`src/rtl/serial_adder.sv`:
```
// serial_adder: bit-serial ripple adder. Each operation takes WIDTH cycles
// and processes one bit per clock, LSB first.
//
// Ports:
//   ck     - clock. All state updates on the rising edge.
//   rst    - asynchronous active-low reset.
//   start  - begin an operation. Accepted only while idle, including the
//            cycle in which done is high.
//   a, b   - operands, captured when start is accepted.
//   ci     - carry-in, captured when start is accepted.
//   sub    - subtract request, captured when start is accepted.
//   s, co  - registered result and carry-out. These update only on
//            completion or reset.
//   busy   - an operation is in progress.
//   done   - one-cycle pulse that marks s/co as fresh.
//
// Optional feature macro: SERIAL_ADDER_SUB_EN. When it is defined, sub=1
// selects a - b: B is inverted as it is loaded and the carry is preset to 1.
// Without the macro, sub is accepted and ignored.

module serial_adder #(
    parameter int WIDTH = 8
) (
    input  logic             ck,
    input  logic             rst,
    input  logic             start,
    input  logic [WIDTH-1:0] a,
    input  logic [WIDTH-1:0] b,
    input  logic             ci,
    input  logic             sub,
    output logic [WIDTH-1:0] s,
    output logic             co,
    output logic             busy,
    output logic             done
);

    localparam int CW = $clog2(WIDTH + 1);

    typedef enum logic {IDLE, RUN} state_e;

    state_e           state_q, state_d;
    logic [CW-1:0]    cnt_q, cnt_d;
    logic [WIDTH-1:0] a_q, a_d, b_q, b_d;
    logic [WIDTH-1:0] res_q, res_d;
    logic [WIDTH-1:0] s_q, s_d;
    logic             carry_q, carry_d;
    logic             co_q, co_d;
    logic             done_q, done_d;

    // Operand B and the carry as they enter the datapath at the accepting edge.
    logic [WIDTH-1:0] b_load;
    logic             c_load;

`ifdef SERIAL_ADDER_SUB_EN
    // a - b = a + ~b + 1. In this mode the carry flop holds "no borrow".
    assign b_load = sub ? ~b : b;
    assign c_load = sub ? 1'b1 : ci;
`else
    logic unused_sub;
    assign unused_sub = sub;
    assign b_load     = b;
    assign c_load     = ci;
`endif

    // One full-adder slice, applied to the LSBs of the shift registers.
    logic sum_bit, carry_nxt, last_bit;
    assign sum_bit   = a_q[0] ^ b_q[0] ^ carry_q;
    assign carry_nxt = (a_q[0] & b_q[0]) | (a_q[0] & carry_q) | (b_q[0] & carry_q);
    assign last_bit  = (cnt_q == CW'(WIDTH - 1));

    always_comb begin
        state_d = state_q;
        cnt_d   = cnt_q;
        a_d     = a_q;
        b_d     = b_q;
        res_d   = res_q;
        s_d     = s_q;
        carry_d = carry_q;
        co_d    = co_q;
        done_d  = 1'b0;
        case (state_q)
            IDLE: begin
                if (start) begin
                    a_d     = a;
                    b_d     = b_load;
                    carry_d = c_load;
                    cnt_d   = '0;
                    res_d   = '0;
                    state_d = RUN;
                end
            end
            RUN: begin
                a_d     = a_q >> 1;
                b_d     = b_q >> 1;
                carry_d = carry_nxt;
                // Sum bits enter at the MSB. After WIDTH shifts, bit 0 is at the LSB.
                res_d   = {sum_bit, res_q[WIDTH-1:1]};
                cnt_d   = cnt_q + CW'(1);
                if (last_bit) begin
                    s_d     = {sum_bit, res_q[WIDTH-1:1]};
                    co_d    = carry_nxt;
                    done_d  = 1'b1;
                    state_d = IDLE;
                end
            end
            default: state_d = IDLE;
        endcase
    end

    always_ff @(posedge ck or negedge rst) begin
        if (!rst) begin
            state_q <= IDLE;
            cnt_q   <= '0;
            a_q     <= '0;
            b_q     <= '0;
            res_q   <= '0;
            s_q     <= '0;
            carry_q <= 1'b0;
            co_q    <= 1'b0;
            done_q  <= 1'b0;
        end else begin
            state_q <= state_d;
            cnt_q   <= cnt_d;
            a_q     <= a_d;
            b_q     <= b_d;
            res_q   <= res_d;
            s_q     <= s_d;
            carry_q <= carry_d;
            co_q    <= co_d;
            done_q  <= done_d;
        end
    end

    assign s    = s_q;
    assign co   = co_q;
    assign busy = (state_q == RUN);
    assign done = done_q;

endmodule

```
`config.mk`:
```
export PLATFORM = sky130hd
export DESIGN_NAME = serial_adder
export DESIGN_NICKNAME = d
export VERILOG_FILES = /design/src/rtl/serial_adder.sv
export SDC_FILE = /design/constraint.sdc
export NUM_CORES = 1
export LEC_CHECK = 0
export ABC_AREA = 1
export CAP_MARGIN = 20
export CORE_MARGIN = 5
export CORE_UTILIZATION = 45
export DETAILED_ROUTE_END_ITERATION = 8
export PLACE_DENSITY = 0.71
export SYNTH_ARGS = -nofsm -noshare
export SYNTH_HDL_FRONTEND = slang
export SYNTH_SLANG_ARGS = --single-unit
```
`constraint.sdc`:
```
create_clock -name ck -period 1.3 [get_ports ck]
set_input_delay 0.13 -clock ck [delete_from_list [all_inputs] [get_ports ck]]
set_output_delay 0.13 -clock ck [all_outputs]
set_load 0.005 [all_outputs]
```
==> summary.md <==
| Metric | Value |
|---|---|
| Initial antenna violation count | 0 |
| Routed WL | 3334 um |
| Pins Over Slew Limit | 0 |
| Root buffer cell | clkbuf_4 |
| Footprint of the multi-input gates | 584.3 um2 |
| Status | completed |
| Initial Utilization | 47.80% |
| Area Growth Syn to Fin | 30.96% |
| Yosys reg bits | 39 |
| Sequential fraction of the synthesis area | 59.77% |
| Core ar. | 3416 um2 |
| Tcrit/Tclk final | 94.25% |
| Pwr dens | 1941 nW/um2 |
| Die Wd | 70.24 um |
| Yosys cell types | 17 |
| Io pins | 32 |
| Worst-Skew Late Latency | 0.34 ns |
| Fillers | 315 |
| Drt initial violations | 71 |
| Post-DRT Antenna Nets | 0 |
| Worst r2r path cells | 5 |
| Fmax | 0.8162 GHz |
| Largest net degree at the start of global routing | 22 |
| Hold Fails Final Rpt | 0 |
| Grt ovf | 0 |
| Maximum vdd drop | 0.8055 mV |
| Clock tree buffer depth | 2 |
| Total die area | 4933 um2 |
| Htree depth | 2 |
| Dpl hpwl | 2361 um |
| Worst Path Required | 1.58 ns |
| Maxcap violations | 0 |
| Share of the synthesized area in the top cell type | 59.77% |
| DR WL/cell | 11.99 um |
| TritonRoute pass-1 iters | 5 |
| Nets@finish | 254 |
| Kind of critical path | flip-flop to flip-flop |
| Ant diodes | 0 |
| Synth Area per Inst | 8.922 um2 |
| Final Core Density | 62.60% |
| First-pass GRT wire length | 5761 um |
| Leak | 1.118 nW |
| Num CTS Buffers | 5 |
| Area contributors post-synth | dfrtp_1 (60%), nand2_1 (19%), nand3_1 (7.7%) |
| Worst Max-Slew Pin Slew | 0.5247 ns |
| Placed Instance Area | 2012 um2 |
| Crit path launch type | flip-flop |
| Setup violators final | 0 |
| Final Wtd Congestion | 0.8081 |
| Final instance area | 2138 um2 |
| CTS sink count | 39 |
| Arrival time worst endpoint | 1.50 ns |
| Dominant cell type by area after synthesis | dfrtp_1 |
| Synth warn | 0 |
| Critical path endpoint category | flip-flop |
| Worst-path fanout max | 5 |
| Vias per cell | 4.953 |
| Setup TNS | 0 ns |
| Register area | 977.2 um2 |
| Die Y | 70.24 um |
| RSZ-0062 raised after global routing | false |
| Final Skew | 0.009301 ns |
| Hold Path Class | input port to asynchronous set/reset pin |
| Port bufs | 30 |
| Vias after detailed routing | 1377 |
| Clk slew on worst S/H paths | 0.11 ns |
| GRT Resource Usage Total | 14.57% |
| Syn Nets | 206 |
| Min cycle time layout | 1.225 ns |
| Synth Cell Area | 1633 um2 |
| Slew Limit Headroom | 65.02% |
| Cell row count | 21 |
| CTS tree | done |
| Vias in the first global route | 1326 |
| Share of cells above drive strength 1 | 13.36% |
| Syn Inst Count | 183 |
| DRC viols | 0 |
## area by class of cell
type / instances / area share [%]
clock buffers: 7 / 2.106
clock inverters: 1 / 0.2341
inverters: 14 / 2.458
multi-input cells: 125 / 27.33
flip-flops and latches: 39 / 45.70
well taps: 46 / 2.692
repair buffers: 46 / 19.49
## cells in the final DEF (no fill, tap or decap), types with 2 or more instances in the layout
master / instances
buf_4: 14
inv_1: 12
inv_2: 2
clkbuf_4: 5
dfrtp_1: 38
dlygate4sd2_1: 11
o21ai_0: 2
nand3_1: 25
nand2_1: 81
o22ai_1: 5
a21oi_1: 2
nand2_2: 2
clkbuf_1: 2
clkdlybuf4s50_1: 18
nor2_4: 2
## cell families after synthesis
| kind of cell | Yosys count | share of synthesized area, % |
|---|---|---|
| adder cells (fa/ha/maj) | 2 | 1.992 |
| flip-flops | 39 | 59.77 |
| AO/OA/AOI/OAI | 10 | 3.448 |
| AND/OR/NAND/NOR | 112 | 29.20 |
| buffers and inverters | 20 | 5.594 |
## layer usage
| layer | vias to the layer above | global-route usage [%] | wire [um] |
|---|---|---|---|
| met1 | 649 | 17.19 | 1451 |
| met4 | 0 | 5.532 | 39 |
| met2 | 41 | 24.43 | 1676 |
| li1 | 679 | - | - |
| met3 | 8 | 4.878 | 167 |
| met5 | - | 0 | 0 |
## registers in the layout (all words and copies together) (netlist names)
register and cells:
carry_q 1, res_q 7, done 1, b_q 8, a_q 8, s 8
cnt_q 4, busy 1, co 1
## repair_timing
action	in CTS	in global routing
resized for setup	12	4
hold endpoints to repair	20	0
pin swaps	0	1
hold buffers	1	0
endpoints found under the setup margin	11	25
setup buffers	8	0
cloned	0	1
## path summary, 6_finish.rpt
check | from | to | slack, ns
hold reg to reg | s[6]$_DFFE_PN0P_ | s[6]$_DFFE_PN0P_ | 0.47
hold / removal | rst | cnt_q[2]$_DFFE_PN0P_ | 0.29
max in group asynchronous | rst | s[2]$_DFFE_PN0P_ | 0.53
setup / recovery | cnt_q[0]$_DFFE_PN0P_ | s[3]$_DFFE_PN0P_ | 0.07
min in group ck | b[7] | b_q[7]$_DFFE_PN0P_ | 0.32
setup reg to reg | cnt_q[0]$_DFFE_PN0P_ | s[3]$_DFFE_PN0P_ | 0.07
## through the flow
stage          cells  total power, mW  setup WS, ns  hold WS, ns
3_5_place_dp     260            3.490       0.02602       0.1262
5_1_grt          278            4.480      0.004018       0.3167
4_1_cts          277            4.104       0.05250       0.2871
2_1_floorplan    183            2.865        0.1763      -0.1656
6_report         278            4.150       0.07475       0.2897
3_3_place_gp     260            3.419       0.03449       0.1182
## report_power, final
part,switching [mW],total [mW],leakage (nW),internal [mW]
Sequential,0.257,1.93,0.509,1.67
Combinational,0.894,1.64,0.580,0.747
Clock,0.367,0.578,0.0293,0.211
## Yosys cell counts, drive strengths merged
cell    n
inv    14
o21ai   3
buf     6
dfrtp  39
nand2  83
nor2    3
a21oi   2
o22ai   5
nand3  25
ha      1
fa      1
nand4   1
## worst max-delay path: stages, from the launching register on
cell and delay [ns]:
dfrtp_1 0.41, ha_1 0.25, nand2_2 0.14, nor2_4 0.20, nand3_1 0.10, nand2_1 0.08
No activity file was read; power rests on OpenSTA's default activity.
